==> config.mk <==
export PLATFORM = sky130hd
export DESIGN_NAME = hash_req_arbiter
export DESIGN_NICKNAME = d
export VERILOG_FILES = /design/src/rtl/hash_pkg.sv /design/src/rtl/axis_skid_buffer.sv /design/src/rtl/hash_req_arbiter.sv
export SDC_FILE = /design/constraint.sdc
export NUM_CORES = 1
export LEC_CHECK = 0
export ABC_AREA = 1
export CAP_MARGIN = 25
export CORE_UTILIZATION = 45
export DETAILED_ROUTE_END_ITERATION = 10
export DONT_BUFFER_PORTS = 1
export PLACE_DENSITY = 0.68
export RECOVER_POWER = 100
export SETUP_SLACK_MARGIN = 0.02
export SYNTH_ARGS = -nofsm -noshare
export SYNTH_HDL_FRONTEND = slang
export SYNTH_SLANG_ARGS = --single-unit
==> constraint.sdc <==
create_clock -name clk -period 7.95 [get_ports clk]
set_input_delay 1.9875 -clock clk [delete_from_list [all_inputs] [get_ports clk]]
set_output_delay 1.9875 -clock clk [all_outputs]
set_load 0.02 [all_outputs]
==> src/rtl/hash_pkg.sv <==
// Shared types and width helpers for the hash table request path.
package hash_pkg;

  localparam int HP_DATA_WIDTH = 64;
  localparam int HP_NUM_REQ    = 4;

  function automatic int keep_w(input int dw);
    return dw / 8;
  endfunction

  function automatic int id_w(input int n);
    return (n < 2) ? 1 : $clog2(n);
  endfunction

  typedef enum logic {IDLE = 1'b0, BUSY = 1'b1} arb_state_t;

  // Default-configuration beat layout, shared with the response router.
  typedef struct packed {
    logic [HP_DATA_WIDTH-1:0]         data;
    logic [keep_w(HP_DATA_WIDTH)-1:0] keep;
    logic                             last;
    logic [id_w(HP_NUM_REQ)-1:0]      id;
  } axis_beat_t;

endpackage

==> src/rtl/axis_skid_buffer.sv <==
// Two-entry register slice: outputs straight from flops, ready registered from fill level.
module axis_skid_buffer #(
  parameter int WIDTH = 8
) (
  input  logic             clk,
  input  logic             reset,
  input  logic [WIDTH-1:0] s_data_i,
  input  logic             s_valid_i,
  output logic             s_ready_o,
  output logic [WIDTH-1:0] m_data_o,
  output logic             m_valid_o,
  input  logic             m_ready_i
);

  logic [WIDTH-1:0] r_head, r_tail;
  logic [1:0]       r_cnt;
  logic             r_rdy, r_vld;
  logic             w_push, w_pop;
  logic [1:0]       w_cnt_nxt;

  assign w_push    = s_valid_i & r_rdy;
  assign w_pop     = r_vld & m_ready_i;
  assign w_cnt_nxt = r_cnt + {1'b0, w_push} - {1'b0, w_pop};

  assign s_ready_o = r_rdy;
  assign m_valid_o = r_vld;
  assign m_data_o  = r_head;

  always_ff @(posedge clk or posedge reset) begin
    if (reset) begin
      r_head <= '0;
      r_tail <= '0;
      r_cnt  <= '0;
      r_vld  <= 1'b0;
      r_rdy  <= 1'b1;
    end else begin
      r_cnt <= w_cnt_nxt;
      r_vld <= (w_cnt_nxt != 2'd0);
      r_rdy <= !w_cnt_nxt[1];
      case (r_cnt)
        2'd0: if (w_push) r_head <= s_data_i;
        2'd1: begin
          if (w_push && w_pop) r_head <= s_data_i;
          else if (w_push)     r_tail <= s_data_i;
        end
        default: if (w_pop) begin
          r_head <= r_tail;
          if (w_push) r_tail <= s_data_i;
        end
      endcase
    end
  end

endmodule

==> src/rtl/hash_req_arbiter.sv <==
// Packet-atomic round-robin arbiter feeding the hash table request input.
module hash_req_arbiter
  import hash_pkg::*;
#(
  parameter  int DATA_WIDTH = 64,
  parameter  int NUM_REQ    = 4,
  localparam int KEEP_WIDTH = keep_w(DATA_WIDTH),
  localparam int ID_WIDTH   = id_w(NUM_REQ)
) (
  input  logic                          clk,
  input  logic                          reset,
  input  logic [NUM_REQ*DATA_WIDTH-1:0] s_data_i,
  input  logic [NUM_REQ*KEEP_WIDTH-1:0] s_keep_i,
  input  logic [NUM_REQ-1:0]            s_valid_i,
  input  logic [NUM_REQ-1:0]            s_last_i,
  output logic [NUM_REQ-1:0]            s_ready_o,
  output logic [DATA_WIDTH-1:0]         m_data_o,
  output logic [KEEP_WIDTH-1:0]         m_keep_o,
  output logic                          m_valid_o,
  output logic                          m_last_o,
  output logic [ID_WIDTH-1:0]           m_id_o,
  input  logic                          m_ready_i
);

  localparam int PW = DATA_WIDTH + KEEP_WIDTH + 1 + ID_WIDTH;

  arb_state_t            r_state;
  logic [ID_WIDTH-1:0]   r_grant, r_rr_ptr;
  logic [NUM_REQ-1:0]    w_gnt_oh;
  logic [DATA_WIDTH-1:0] w_data;
  logic [KEEP_WIDTH-1:0] w_keep;
  logic                  w_valid, w_last, w_s_vld, w_skid_rdy, w_acc;
  logic [PW-1:0]         w_s_pay, w_m_pay;

  // First requesting index at or after ptr, wrapping modulo NUM_REQ.
  function automatic logic [ID_WIDTH-1:0] rr_pick(input logic [NUM_REQ-1:0] req,
                                                  input logic [ID_WIDTH-1:0] ptr);
    logic found;
    int   idx;
    rr_pick = ptr;
    found   = 1'b0;
    for (int i = 0; i < NUM_REQ; i++) begin
      idx = int'(ptr) + i;
      if (idx >= NUM_REQ) idx = idx - NUM_REQ;
      if (!found && req[idx]) begin
        rr_pick = ID_WIDTH'(idx);
        found   = 1'b1;
      end
    end
  endfunction

  always_comb begin
    w_data  = '0;
    w_keep  = '0;
    w_valid = 1'b0;
    w_last  = 1'b0;
    for (int r = 0; r < NUM_REQ; r++) begin
      if (r_grant == ID_WIDTH'(r)) begin
        w_data  = s_data_i[r*DATA_WIDTH +: DATA_WIDTH];
        w_keep  = s_keep_i[r*KEEP_WIDTH +: KEEP_WIDTH];
        w_valid = s_valid_i[r];
        w_last  = s_last_i[r];
      end
    end
  end

  assign w_gnt_oh  = (r_state == BUSY) ? (NUM_REQ'(1) << r_grant) : '0;
  assign s_ready_o = w_gnt_oh & {NUM_REQ{w_skid_rdy}};
  assign w_s_vld   = (r_state == BUSY) && w_valid;
  assign w_acc     = w_s_vld && w_skid_rdy;
  assign w_s_pay   = {w_data, w_keep, w_last, r_grant};
  assign {m_data_o, m_keep_o, m_last_o, m_id_o} = w_m_pay;

  always_ff @(posedge clk or posedge reset) begin
    if (reset) begin
      r_state  <= IDLE;
      r_grant  <= '0;
      r_rr_ptr <= '0;
    end else begin
      case (r_state)
        IDLE: if (|s_valid_i) begin
          r_grant <= rr_pick(s_valid_i, r_rr_ptr);
          r_state <= BUSY;
        end
        BUSY: if (w_acc && w_last) begin
          r_rr_ptr <= (r_grant == ID_WIDTH'(NUM_REQ-1)) ? '0 : r_grant + 1'b1;
          r_state  <= IDLE;
        end
        default: r_state <= IDLE;
      endcase
    end
  end

  axis_skid_buffer #(.WIDTH(PW)) u_skid (
    .clk      (clk),
    .reset    (reset),
    .s_data_i (w_s_pay),
    .s_valid_i(w_s_vld),
    .s_ready_o(w_skid_rdy),
    .m_data_o (w_m_pay),
    .m_valid_o(m_valid_o),
    .m_ready_i(m_ready_i)
  );

endmodule

-- After elaboration in Yosys (flattened, before gate mapping)
Index checks and enable logic that the tools add are counted.
- add/sub/neg operators: 10
- reduce and logical (&&, ||, !) cells: 21
- eq/ne operators: 7
- multiplexer cells: 66
- $lt $le $gt $ge: 8
- bitwise logic cells: 5
- shift-type cells: 1
- operator list (cell ; number):
    75-bit 2-to-1 mux ; 6
    32-bit 2-to-1 mux ; 12
    75-bit one-hot mux with 2 select lines ; 2
    64-bit 2-to-1 mux ; 4
    32-bit by 4-bit < comparator with 1-bit output, second input constant ; 4
    8-bit 2-to-1 mux ; 4
    1-bit 2-to-1 mux ; 27
    3-bit by 3-bit subtractor with 4-bit output, second input constant ; 3
    2-bit 2-to-1 mux ; 5
    3-bit >= comparator, second input constant ; 3
    1-bit binary-select mux with 2-bit select ; 4
    1-bit logical AND ; 7
    2-bit by 2-bit adder with 3-bit output, second input constant ; 2
    3-bit AND reduction ; 2
    4-bit bitwise AND ; 1
    2-bit by 1-bit == test with 1-bit output, second input constant ; 2
    2-bit == test, second input constant ; 2
    1-bit zero test ; 4
    2-bit zero test ; 2
    4-bit 2-to-1 mux ; 1
    2-bit by 1-bit inequality test with 1-bit output, second input constant ; 2
    2-bit AND reduction ; 2
    2-bit nonzero test ; 2
    4-bit OR reduction ; 1
    other kinds (12) ; 14
- flip-flop bits (word level): 159
- logic and storage cells: 126
- input bits: 299

-- Depth between registers and ports, before layout
Gate-level depths: netlist of the first run.
- word-level depth: 23
- depth in mapped cells: 14
- mapped depth without buffers: 12

-- Cells and area by module
From an unflattened synthesis of the first run, not the netlist that was laid out.
- cell total of the unflattened synthesis: 1420
- area, all modules: 9880.7 µm²
- by module, submodules not included (module ; area an instance (µm²) ; cells an instance ; sequential area each (µm²) ; times used):
    axis_skid_buffer ; 7215.7 ; 930 ; 3854.9 ; 1
    hash_req_arbiter ; 2665.1 ; 490 ; 125.1 ; 1

-- Worst setup path before layout of the first run
Ideal clock, no wire load.
- kind: register -> output
- start point: register r_grant[0]
- end point: output s_ready_o[3]
- slack: 4576 ps
- data arrival time: 1386 ps
- cell stages (with the launch flop): 6
- required time: 5963 ps
- buffers on the path: 2
- cell sequence: dfrtp_1 > ha_1 > inv_2 > clkbuf_1 > clkbuf_1 > nor2_1
- cells in the longest elaborated chain, start to end: 3
- RTL lines (element ; line ; RTL):
    start, declared ; hash_req_arbiter.sv:28 ; logic [ID_WIDTH-1:0] r_grant, r_rr_ptr;
    start signal, assigned ; hash_req_arbiter.sv:82 ; r_grant <= rr_pick(s_valid_i, r_rr_ptr);
    1-bit by 2-bit << shifter with 4-bit output ; hash_req_arbiter.sv:67 ; assign w_gnt_oh = (r_state == BUSY) ? (NUM_REQ'(1) << r_grant) : '0;
    4-bit 2-to-1 mux ; hash_req_arbiter.sv:67 ;
    4-bit bitwise AND ; hash_req_arbiter.sv:68 ; assign s_ready_o = w_gnt_oh & {NUM_REQ{w_skid_rdy}};
    end, declared ; hash_req_arbiter.sv:16 ; output logic [NUM_REQ-1:0] s_ready_o,
No other way between the ends.

-- Final worst setup path of the first run
- start point: register r_grant[0]
- end point: register u_skid.r_head[23] (netlist: u_skid.m_data_o[23])
- cells in the longest elaborated chain, start to end: 10
- RTL lines (element ; line ; RTL):
    2-bit zero test ; hash_req_arbiter.sv:58 ; if (r_grant == ID_WIDTH'(r)) begin
    1-bit 2-to-1 mux (4 in a row) ; hash_req_arbiter.sv:58 ;
    1-bit logical AND ; hash_req_arbiter.sv:69 ; assign w_s_vld = (r_state == BUSY) && w_valid;
    1-bit bitwise AND ; axis_skid_buffer.sv:21 ; assign w_push = s_valid_i & r_rdy;
    1-bit logical AND ; axis_skid_buffer.sv:43 ; if (w_push && w_pop) r_head <= s_data_i;
    2-bit by 1-bit inequality test with 1-bit output (no line) ; -- ;
    3-bit AND reduction (no line) ; -- ;
    end signal, assigned ; axis_skid_buffer.sv:41 ; 2'd0: if (w_push) r_head <= s_data_i;
    end signal, assigned ; axis_skid_buffer.sv:43 ;
    end signal, assigned ; axis_skid_buffer.sv:47 ; r_head <= r_tail;
    end, declared ; axis_skid_buffer.sv:15 ; logic [WIDTH-1:0] r_head, r_tail;
Several ways; a longest one is shown, not always the timed one. The select of a mux whose other input is x is not followed.
A chain may end at the register's enable or synchronous reset.

==> out/metrics.json, run 1 <==
{
  "worst_ir_drop_vdd": {"value": 0.000328, "unit": "V"},
  "detail_route.wl_per_cell": {"value": 16.7, "unit": "um"},
  "achievable-frequency": {"value": 0.177, "unit": "GHz"},
  "finalInstanceArea": {"value": 9940, "unit": "um2"},
  "worst_hold_slack": {"value": 0.484, "unit": "ns"},
  "floorplan.die.width": {"value": 146, "unit": "um"},
  "place_congestion": {"value": 0.843},
  "leakage": {"value": 0.00483, "unit": "uW"},
  "num-nets-final": {"value": 1641},
  "hold_viol_final": {"value": 0},
  "outcome": {"value": "finished with violations"},
  "drt_first_iter_violations": {"value": 571},
  "number_of_cts_inserted_buffers": {"value": 17},
  "rsz0062_at_grt": {"value": "false"},
  "setup_ws": {"value": 2.31, "unit": "ns"},
  "post_route_cells_drive_above_1_share": {"value": 3.71, "unit": "%"},
  "cts.hold.buffers_added": {"value": 0},
  "drt-total-wl": {"value": 27.1, "unit": "mm"},
  "ctsRootBufferMaster": {"value": "sky130_fd_sc_hd__clkbuf_16"},
  "grt.total_usage": {"value": 25.3, "unit": "%"},
  "placeableCoreArea": {"value": 20300, "unit": "um2"},
  "area_after_detailed_placement": {"value": 9320, "unit": "um2"},
  "finalWorstPathRequiredPeriod": {"value": 5.64, "unit": "ns"},
  "most-common-layout-cells": {"value": "sky130_fd_sc_hd__nand2_1 (714), sky130_fd_sc_hd__o21ai_0 (252), sky130_fd_sc_hd__dfrtp_1 (157)"},
  "number_of_warning_messages_in_the_yosys_log": {"value": 0},
  "detailedPlace.worstSlack": {"value": 3.82, "unit": "ns"},
  "antenna_found_initial": {"value": 1},
  "route.vias.total": {"value": 8881},
  "layout_commonest_cell": {"value": "sky130_fd_sc_hd__nand2_1"},
  "holdCritPathClass": {"value": "flip-flop to flip-flop"},
  "clock_sinks": {"value": 159},
  "initial_drt_pass_iterations": {"value": 5},
  "post-layout-total-power": {"value": 4760, "unit": "uW"},
  "worst_ep_required_time": {"value": 8.30, "unit": "ns"},
  "timing.setup.critical_path_class": {"value": "flip-flop to flip-flop"},
  "synth_cell_types": {"value": 22},
  "crit_start": {"value": "r_grant[0]"},
  "fin_tns_setup": {"value": 0, "unit": "ns"},
  "die_area": {"value": 21300, "unit": "um2"},
  "grt_pass1_vias": {"value": 8096},
  "total_standard_cell_area_after_synthesis": {"value": 9350, "unit": "um2"},
  "htreeDepth": {"value": 4},
  "slew_of_the_pin_with_the_lowest_slew_margin": {"value": 4.13, "unit": "ns"},
  "count_of_boundary_i_o_pins": {"value": 379},
  "min_from": {"value": "u_skid.r_tail[24]"},
  "global_route_wire_length_before_repair": {"value": 42.8, "unit": "mm"},
  "tightest_slew_margin_relative_to_the_limit": {"value": -177, "unit": "%"},
  "clk_pin_slew_worst_paths": {"value": 0.06, "unit": "ns"},
  "end_kind": {"value": "flip-flop"},
  "grt_start_max_net_pins": {"value": 97},
  "numPortBuffers": {"value": 0},
  "report.final.slew_viol_count": {"value": 284},
  "std_cell_rows": {"value": 52},
  "power_per_cell_area": {"value": 479, "unit": "nW/um2"},
  "ys_seq_area_share": {"value": 42.6, "unit": "%"},
  "gr-total-overflow": {"value": 0},
  "cts.path.max_buffers": {"value": 2},
  "max_cap_viol_count": {"value": 4},
  "fillCellCount": {"value": 2071},
  "post_synth_inst_count": {"value": 1412},
  "setup_viol_count_final": {"value": 0},
  "post-route-drc-count": {"value": 0},
  "antenna_left": {"value": 0},
  "post_cts.resized_instances": {"value": 0},
  "worst_path_fanout_max": {"value": 75},
  "clock_tree_from_tritoncts": {"value": "yes"},
  "critical_path_arrival": {"value": 5.99, "unit": "ns"},
  "dpl.hpwl": {"value": 17.9, "unit": "mm"},
  "tcrit_tclk_final": {"value": 70.9, "unit": "%"},
  "starting_density_of_the_core": {"value": 46.0, "unit": "%"},
  "die_height": {"value": 146, "unit": "um"},
  "clk-insertion-delay-late": {"value": 0.42, "unit": "ns"},
  "postSynthRegisterBits": {"value": 159},
  "post-cts-setup-buffers": {"value": 0},
  "area_growth": {"value": 6.35, "unit": "%"},
  "timing.critical_path.from_type": {"value": "flip-flop"},
  "worst_clock_skew": {"value": 0.0115, "unit": "ns"},
  "avgSynthCellArea": {"value": 6.62, "unit": "um2"},
  "violations": {"value": "capacitance limit, slew limit"},
  "crit-reg2reg-launch": {"value": "r_grant[0]"},
  "post_drt_via_cell_ratio": {"value": 5.49},
  "synth_fp_nets": {"value": 1717}
}
[registers in the layout, summed over array words and instances, names as in the netlist]
register          flops
u_skid.m_data_o      75
u_skid.r_tail        75
r_grant               2
r_rr_ptr              2
u_skid.r_cnt          2
r_state               1
u_skid.m_valid_o      1
u_skid.s_ready_o      1
[critical path, cell delays in order (launching register included)]
cell and delay (ns):
sky130_fd_sc_hd__dfrtp_1 0.42, sky130_fd_sc_hd__inv_1 0.15, sky130_fd_sc_hd__ha_1 1.11, sky130_fd_sc_hd__clkbuf_1 1.41, sky130_fd_sc_hd__nand3_1 0.14, sky130_fd_sc_hd__o21ai_0 0.14, sky130_fd_sc_hd__nand2_1 0.07, sky130_fd_sc_hd__nand2_1 0.09
sky130_fd_sc_hd__nand2_1 0.12, sky130_fd_sc_hd__a21oi_1 0.22, sky130_fd_sc_hd__clkbuf_2 1.28, sky130_fd_sc_hd__nand2_1 0.24, sky130_fd_sc_hd__nand2_1 0.14
[layout make-up]
cell class	count	area, um2	share of cell area (%)
Multi-Input combinational cell	1122	4780	48.1
Sequential cell	159	3980	40.1
Clock buffer	20	457	4.60
Tap cell	270	338	3.40
Clock inverter	11	201	2.03
Inverter	25	95.1	0.957
Timing Repair Buffer	11	76.3	0.768
Antenna cell	1	2.50	0.0252
[per-stage QoR]
step	instances	utilization [%]
6_report	1619	49.0
5_1_grt	1618	48.9
4_1_cts	1618	49.1
3_5_place_dp	1587	45.9
3_3_place_gp	1587	45.9
2_1_floorplan	1412	-
[path summary, 6_finish.rpt]
kind,to,slack (ns),depth (start not counted)
max,u_skid.m_data_o[23],2.31,12
min,u_skid.r_tail[24],0.48,2
max reg2reg,u_skid.m_data_o[23],2.31,12
min reg2reg,u_skid.r_tail[24],0.48,2
max in group asynchronous,u_skid.r_cnt[1],2.96,2
min in group asynchronous,u_skid.m_data_o[16],2.70,1
[where the power goes]
group          switching [uW]  internal [uW]  leakage, uW
logic                    1570            688      0.00247
registers                 444           1140      0.00205
clock network             338            578     0.000318
total                    2360           2400      0.00483
[synthesized netlist by cell type, drive strengths merged]
cell type | count | area (um2)
xnor2 | 2 | 17.5
clkbuf | 46 | 173
nand2 | 714 | 2680
dfstp | 1 | 26.3
inv | 25 | 93.8
nor2 | 8 | 30.0
a21oi | 76 | 384
buf | 60 | 318
o21ai | 301 | 1510
a41oi | 1 | 8.76
dfrtp | 158 | 3950
or2 | 1 | 6.26
nand3 | 13 | 70.1
ha | 6 | 75.1
[logic make-up after synthesis]
group | count (synthesis) | share of synthesized area, %
compound gates | 378 | 20.3
simple gates | 736 | 29.8
flops | 159 | 42.6
fa+ha+maj | 6 | 0.803
xor+xnor | 2 | 0.187
buf+inv | 131 | 6.25
[layer usage]
metal / GRT usage, % / share of wire, %
met3: 6.34 / 8.0
met4: 5.89 / 0.90
met5: 0 / 0
met1: 33.5 / 44
met2: 41.8 / 47
(Power assumes the default switching activity.)
==> run 2, diff against run 1 <==
- clock period: 7.95 -> 5.65 ns (I/O delays scaled with it)
==> run 2 against run 1 <==
Net effect:
- the run still ends with capacitance limit, slew limit left
- combinational power up 41%
- via count decreased by 1.0%
- clock power grew 23%
- routed wire length decreased by 0.90%
- die area is the same
- first-iteration DRC count decreased by 7.7%
- critical path depth decreased by 7
- cell count is essentially flat
- flip-flop and latch count unchanged
- power rose by 37%
- worst hold slack is essentially flat
- clock-buffer cell count fell by 1
==> out/metrics.json, run 2 (same netlist as run 1, synthesis figures left out) <==
{
  "outcome": {"value": "finished with violations"},
  "violations": {"value": "capacitance limit, slew limit"},
  "insertedDiodeCount": {"value": 0, "change": "-1"},
  "clk_pin_slew_worst_paths": {"value": 0.07, "unit": "ns", "change": "about the same"},
  "critPathMaxStageDelay": {"value": 1.10, "unit": "ns", "change": "-0.31 ns"},
  "achievable-frequency": {"value": 0.238, "unit": "GHz"},
  "detail_route.wl_per_cell": {"value": 16.6, "unit": "um", "change": "-0.84%"},
  "worstHoldPathCells": {"value": 2, "change": "unchanged"},
  "use_met3": {"value": 6.34, "unit": "%", "change": "unchanged"},
  "numPortBuffers": {"value": 0, "change": "unchanged"},
  "fin_tns_setup": {"value": 0, "unit": "ns", "change": "unchanged"},
  "post_route_cells_drive_above_1_share": {"value": 3.78, "unit": "%", "change": "+0.074 points"},
  "leakage": {"value": 0.00479, "unit": "uW", "change": "-0.99%"},
  "global_route_wire_length_before_repair": {"value": 42.4, "unit": "mm", "change": "-0.95%"},
  "area_occupied_by_multi_input_gates": {"value": 4800, "unit": "um2", "change": "+0.26%"},
  "worst_ep_required_time": {"value": 4.24, "unit": "ns", "change": "-4.06 ns"},
  "cp_slowest_cell": {"value": "sky130_fd_sc_hd__clkbuf_2"},
  "placed_cells": {"value": 1586, "change": "-0.063%"},
  "finish.utilization": {"value": 48.6, "unit": "%", "change": "-0.37 points"},
  "htreeDepth": {"value": 4, "change": "unchanged"},
  "dpl.hpwl": {"value": 17.6, "unit": "mm", "change": "-1.3%"},
  "globalRoute.busiestLayer": {"value": "met2"},
  "layout_commonest_cell": {"value": "sky130_fd_sc_hd__nand2_1"},
  "rsz0062_at_grt": {"value": "false"},
  "r2r_cells": {"value": 8, "change": "-4"},
  "cts.path.max_buffers": {"value": 2, "change": "unchanged"},
  "clock_sinks": {"value": 159, "change": "unchanged"},
  "power_per_cell_area": {"value": 662, "unit": "nW/um2", "change": "+38%"},
  "hold_viol_final": {"value": 0, "change": "unchanged"},
  "fillCellCount": {"value": 2084, "change": "+0.63%"},
  "grt.total_usage": {"value": 25.1, "unit": "%", "change": "-0.23 points"},
  "max_cap_viol_count": {"value": 3, "change": "-1"},
  "worst_path_cell_trace": {"value": "inv_1, ha_1, inv_2, clkbuf_2, nor2_1"},
  "num-nets-final": {"value": 1640, "change": "-0.061%"},
  "report.final.slew_viol_count": {"value": 228, "change": "-20%"},
  "holdCritPathClass": {"value": "flip-flop to flip-flop"},
  "gr-total-overflow": {"value": 0, "change": "unchanged"},
  "timing.setup.critical_path_class": {"value": "flip-flop to output port"},
  "route.vias.total": {"value": 8788, "change": "-1.0%"},
  "count_of_boundary_i_o_pins": {"value": 379, "change": "unchanged"},
  "post_cts.resized_instances": {"value": 0, "change": "unchanged"},
  "most-common-layout-cells": {"value": "sky130_fd_sc_hd__nand2_1 (714), sky130_fd_sc_hd__o21ai_0 (251), sky130_fd_sc_hd__dfrtp_1 (157)"},
  "starting_density_of_the_core": {"value": 46.0, "unit": "%", "change": "unchanged"},
  "die_height": {"value": 146, "unit": "um", "change": "unchanged"},
  "worst_path_fanout_max": {"value": 74, "change": "-1.3%"},
  "critical_path_arrival": {"value": 2.79, "unit": "ns", "change": "-3.20 ns"},
  "floorplan.die.width": {"value": 146, "unit": "um", "change": "unchanged"},
  "drt-total-wl": {"value": 26.8, "unit": "mm", "change": "-0.90%"},
  "initial_drt_pass_iterations": {"value": 5, "change": "unchanged"},
  "grt_start_max_net_pins": {"value": 160, "change": "+65%"},
  "cts.hold.buffers_added": {"value": 0, "change": "unchanged"},
  "number_of_cts_inserted_buffers": {"value": 17, "change": "unchanged"},
  "tcrit_tclk_final": {"value": 74.3, "unit": "%"},
  "area_growth": {"value": 5.54, "unit": "%"},
  "tightest_slew_margin_relative_to_the_limit": {"value": -12.9, "unit": "%", "change": "+160 points"},
  "post-route-drc-count": {"value": 0, "change": "unchanged"},
  "grt_util_met2": {"value": 40.8, "unit": "%", "change": "-1.1 points"},
  "post-cts-setup-buffers": {"value": 0, "change": "unchanged"},
  "worst_ir_drop_vdd": {"value": 0.000465, "unit": "V", "change": "+42%"},
  "clock_tree_from_tritoncts": {"value": "yes"},
  "die_area": {"value": 21300, "unit": "um2", "change": "unchanged"},
  "setup_viol_count_final": {"value": 0, "change": "unchanged"},
  "grt_pass1_vias": {"value": 7979, "change": "-1.4%"},
  "clk-insertion-delay-late": {"value": 0.43, "unit": "ns", "change": "about the same"},
  "place_congestion": {"value": 0.826, "change": "-1.9%"},
  "ctsRootBufferMaster": {"value": "sky130_fd_sc_hd__clkbuf_16"},
  "antenna_left": {"value": 0, "change": "unchanged"},
  "timing.critical_path.from_type": {"value": "flip-flop"},
  "drt_first_iter_violations": {"value": 527, "change": "-7.7%"},
  "worst_clock_skew": {"value": 0.0128, "unit": "ns", "change": "+0.00132 ns"},
  "groute.layer.met1.usage": {"value": 32.9, "unit": "%", "change": "-0.52 points"},
  "slew_of_the_pin_with_the_lowest_slew_margin": {"value": 1.69, "unit": "ns", "change": "-2.44 ns"},
  "finalNonFillerCells": {"value": 1618, "change": "-0.062%"},
  "placeableCoreArea": {"value": 20300, "unit": "um2", "change": "unchanged"},
  "post_drt_via_cell_ratio": {"value": 5.43, "change": "-0.99%"},
  "std_cell_rows": {"value": 52, "change": "unchanged"},
  "end_kind": {"value": "output port"},
  "finalWorstPathRequiredPeriod": {"value": 4.20, "unit": "ns"},
  "area.sequential": {"value": 3980, "unit": "um2", "change": "unchanged"},
  "antenna_found_initial": {"value": 0, "change": "-1"}
}
## run 2: worst max-delay path: cells and delay by family, from the launching register on
kind                     cells  cell delay, ns
flip-flops                   1            0.44
AND/OR/NAND/NOR              1            0.36
buffers and inverters        3            1.30
adder cells (fa/ha/maj)      1            0.25
## run 2: final timing paths
check | from | end | slack, ns
setup / recovery | r_grant[0] | s_ready_o[2] | 1.45
hold / removal | u_skid.r_tail[53] | u_skid.r_tail[53] | 0.48
setup reg to reg | r_grant[0] | u_skid.r_tail[31] | 1.47
hold reg to reg | u_skid.r_tail[53] | u_skid.r_tail[53] | 0.48
max in group asynchronous | reset | u_skid.r_cnt[1] | 3.79
min in group asynchronous | reset | u_skid.m_data_o[24] | 1.06
## run 2: metal layers
metal | vias to the layer above | part of all wire [%]
met5 | - | 0
met1 | 4051 | 44
met2 | 317 | 47
li1 | 4386 | -
met3 | 34 | 7.1
met4 | 0 | 1.8
## run 2: final cells by class
class / count / share of cell area (%)
clock buffer: 19 / 4.49
clock inverter: 13 / 1.28
inverter: 25 / 0.964
multi-input combinational: 1122 / 48.6
sequential: 159 / 40.4
tap: 270 / 3.43
timing repair buffer: 10 / 0.812
## run 2: through the flow
stage / power, uW / setup WS (ns) / instance area [um2] / hold slack, ns
after floorplan: 4720 / 2.22 / 9350 / 0.453
after global placement: 5390 / 2.22 / 9330 / 0.465
after detailed placement: 5470 / 2.09 / 9330 / 0.473
after CTS: 6630 / 1.89 / 9900 / 0.489
after global routing: 7190 / 0.952 / 9860 / 0.501
final: 6530 / 1.45 / 9860 / 0.485
## run 2: report_power, final
group          switching [uW]  internal, uW
clock                     502           626
sequential                622          1600
combinational            2220           970
==> run 3, diff against run 2 <==
- clock period: 5.65 -> 4.1 ns (I/O delays scaled with it)
==> run 3 against run 2 <==
Net effect:
- the flow still finishes with violations (capacitance limit, slew limit)
- largest power group unchanged
- highest routed layer unchanged
- clock power is 35% higher
- routed wire length is 2.2% higher
- sequential power is 37% higher
- critical endpoint unchanged
- register-to-register slack worse by 0.57 ns
- core utilization is 0.25 points higher
==> out/metrics.json, run 3 (same netlist as run 1, synthesis figures left out) <==
{
  "outcome": {"value": "finished with violations"},
  "violations": {"value": "capacitance limit, slew limit"},
  "setup_viol_count_final": {"value": 0, "change": "unchanged"},
  "clock_tree_from_tritoncts": {"value": "yes"},
  "fin_tns_setup": {"value": 0, "unit": "ns", "change": "unchanged"},
  "hold_viol_final": {"value": 0, "change": "unchanged"},
  "most-common-layout-cells": {"value": "sky130_fd_sc_hd__nand2_1 (714), sky130_fd_sc_hd__o21ai_0 (252), sky130_fd_sc_hd__dfrtp_1 (157)"},
  "groute.layer.met1.usage": {"value": 34.0, "unit": "%", "change": "+1.0 points"},
  "dpl.hpwl": {"value": 18.5, "unit": "mm", "change": "+5.0%"},
  "cts.path.max_buffers": {"value": 2, "change": "unchanged"},
  "ctsRootBufferMaster": {"value": "sky130_fd_sc_hd__clkbuf_16"},
  "drt_first_iter_violations": {"value": 623, "change": "+18%"},
  "finalInstanceArea": {"value": 9910, "unit": "um2", "change": "+0.51%"},
  "switching_share": {"value": 51.2, "unit": "%", "change": "+0.054 points"},
  "worst_path_cell_trace": {"value": "inv_1, ha_1, inv_2, nor2_1"},
  "reg2reg_slack": {"value": 0.90, "unit": "ns", "change": "-0.57 ns"},
  "die_area": {"value": 21300, "unit": "um2", "change": "unchanged"},
  "tcrit_tclk_final": {"value": 83.1, "unit": "%"},
  "critPathMaxStageDelay": {"value": 0.87, "unit": "ns", "change": "-0.23 ns"},
  "worst_clock_skew": {"value": 0.0138, "unit": "ns", "change": "+0.000952 ns"},
  "layout_commonest_cell": {"value": "sky130_fd_sc_hd__nand2_1"},
  "cts.hold.buffers_added": {"value": 0, "change": "unchanged"},
  "fillCellCount": {"value": 2089, "change": "+0.24%"},
  "grt_util_met2": {"value": 40.9, "unit": "%", "change": "+0.12 points"},
  "report.final.slew_viol_count": {"value": 29, "change": "-87%"},
  "initial_drt_pass_iterations": {"value": 5, "change": "unchanged"},
  "placeableCoreArea": {"value": 20300, "unit": "um2", "change": "unchanged"},
  "worst_ep_required_time": {"value": 3.07, "unit": "ns", "change": "-1.17 ns"},
  "place_congestion": {"value": 0.875, "change": "+5.9%"},
  "end_kind": {"value": "output port"},
  "antenna_found_initial": {"value": 1, "change": "+1"},
  "num-nets-final": {"value": 1648, "change": "+0.49%"},
  "grt_pass1_vias": {"value": 8126, "change": "+1.8%"},
  "clk-insertion-delay-late": {"value": 0.42, "unit": "ns", "change": "about the same"},
  "timing.setup.critical_path_class": {"value": "flip-flop to output port"},
  "tightest_slew_margin_relative_to_the_limit": {"value": -2.93, "unit": "%", "change": "+10 points"},
  "post_route_cells_drive_above_1_share": {"value": 4.06, "unit": "%", "change": "+0.27 points"},
  "path_buf_inv": {"value": 2, "change": "-1"},
  "number_of_cts_inserted_buffers": {"value": 17, "change": "unchanged"},
  "cell_class_contributing_the_biggest_share_of_worst_path_delay": {"value": "adder cells"},
  "numPortBuffers": {"value": 0, "change": "unchanged"},
  "timing.critical_path.from_type": {"value": "flip-flop"},
  "power_share_of_the_sequential_group": {"value": 33.6, "unit": "%", "change": "-0.4 points"},
  "starting_density_of_the_core": {"value": 46.0, "unit": "%", "change": "unchanged"},
  "floorplan.die.width": {"value": 146, "unit": "um", "change": "unchanged"},
  "leakage": {"value": 0.00482, "unit": "uW", "change": "+0.60%"},
  "area_growth": {"value": 6.08, "unit": "%"},
  "grt.total_usage": {"value": 25.5, "unit": "%", "change": "+0.38 points"},
  "route.vias.total": {"value": 8911, "change": "+1.4%"},
  "p_sw": {"value": 4630, "unit": "uW", "change": "+39%"},
  "gr-total-overflow": {"value": 0, "change": "unchanged"},
  "globalRoute.busiestLayer": {"value": "met2"},
  "worst_path_fanout_max": {"value": 27, "change": "-64%"},
  "clock_sinks": {"value": 159, "change": "unchanged"},
  "critical_path_arrival": {"value": 2.38, "unit": "ns", "change": "-0.41 ns"},
  "detail_route.wl_per_cell": {"value": 16.9, "unit": "um", "change": "+1.7%"},
  "post_drt_via_cell_ratio": {"value": 5.48, "change": "+0.84%"},
  "grt_start_max_net_pins": {"value": 99, "change": "-38%"},
  "htreeDepth": {"value": 4, "change": "unchanged"},
  "clk_pin_slew_worst_paths": {"value": 0.06, "unit": "ns", "change": "about the same"},
  "global_route_wire_length_before_repair": {"value": 43.0, "unit": "mm", "change": "+1.2%"},
  "drt-total-wl": {"value": 27.4, "unit": "mm", "change": "+2.2%"},
  "slew_of_the_pin_with_the_lowest_slew_margin": {"value": 1.54, "unit": "ns", "change": "-0.150 ns"},
  "antenna_left": {"value": 0, "change": "unchanged"},
  "count_of_boundary_i_o_pins": {"value": 379, "change": "unchanged"},
  "worst_ir_drop_vdd": {"value": 0.000750, "unit": "V", "change": "+61%"},
  "post-cts-setup-buffers": {"value": 0, "change": "unchanged"},
  "achievable-frequency": {"value": 0.293, "unit": "GHz"},
  "pwr-share-comb": {"value": 49.4, "unit": "%", "change": "+0.6 points"},
  "holdCritPathClass": {"value": "flip-flop to flip-flop"},
  "area_after_detailed_placement": {"value": 9410, "unit": "um2", "change": "+0.78%"},
  "post-layout-total-power": {"value": 9040, "unit": "uW", "change": "+38%"},
  "std_cell_rows": {"value": 52, "change": "unchanged"},
  "cp_slowest_cell": {"value": "sky130_fd_sc_hd__ha_1"},
  "die_height": {"value": 146, "unit": "um", "change": "unchanged"},
  "use_met3": {"value": 6.50, "unit": "%", "change": "+0.16 points"},
  "max_cap_viol_count": {"value": 1, "change": "-2"},
  "finalWorstPathRequiredPeriod": {"value": 3.41, "unit": "ns"},
  "power_per_cell_area": {"value": 912, "unit": "nW/um2", "change": "+38%"},
  "clockPowerShare": {"value": 16.9, "unit": "%", "change": "-0.4 points"},
  "rsz0062_at_grt": {"value": "false"},
  "post-route-drc-count": {"value": 0, "change": "unchanged"},
  "post_cts.resized_instances": {"value": 0, "change": "unchanged"},
  "internal_power": {"value": 4410, "unit": "uW", "change": "+38%"}
}
[run 3: path summary, 6_finish.rpt]
kind	start	end	cells after the start
worst max-delay path	r_grant[0]	s_ready_o[2]	4
max in group asynchronous	reset	u_skid.r_cnt[1]	2
min in group asynchronous	reset	u_skid.r_tail[30]	1
worst min-delay path	u_skid.r_tail[74]	u_skid.r_tail[74]	2
worst min register to register	u_skid.r_tail[74]	u_skid.r_tail[74]	2
worst max register to register	r_grant[0]	u_skid.m_data_o[0]	9
[run 3: routing by layer]
layer  routed length, um  part of all wire (%)
met5                   0                     0
met4                 521                   1.9
met3                2120                   7.7
met2               12800                    47
met1               11900                    44
[run 3: cell type report]
type | count | area [um2] | area share (%)
diodes | 1 | 2.50 | 0.0252
repair buffers | 18 | 150 | 1.51
well taps | 270 | 338 | 3.41
clock inverters | 13 | 129 | 1.30
multi-input cells | 1122 | 4780 | 48.2
inverters | 25 | 95.1 | 0.959
flip-flops and latches | 159 | 3980 | 40.2
clock buffers | 19 | 433 | 4.37
[run 3: power by group through the flow]
stage	Sequential, uW	Combinational [uW]	Clock [uW]
2_1_floorplan	2820	3680	0
3_3_place_gp	3050	4390	0
3_5_place_dp	3070	4520	0
4_1_cts	3050	4550	1570
5_1_grt	3120	5200	1620
6_report	3040	4470	1530
[run 3: worst reg2reg max path: cells and delay by family, from the launching register on]
family          cells  cell delay (ns)
flops               1             0.44
fa+ha+maj           1             0.87
compound gates      2             0.38
simple gates        4             0.55
buf+inv             2             0.89
[run 3: through the flow]
stage	cells	hold slack, ns	utilization (%)	setup slack, ns
detailed placement	1594	0.473	46.3	1.35
floorplan	1412	0.453	-	1.06
global route	1627	0.514	48.8	0.500
CTS	1626	0.489	49.1	0.965
finish	1627	0.486	48.8	0.692
global placement	1594	0.466	46.3	1.41
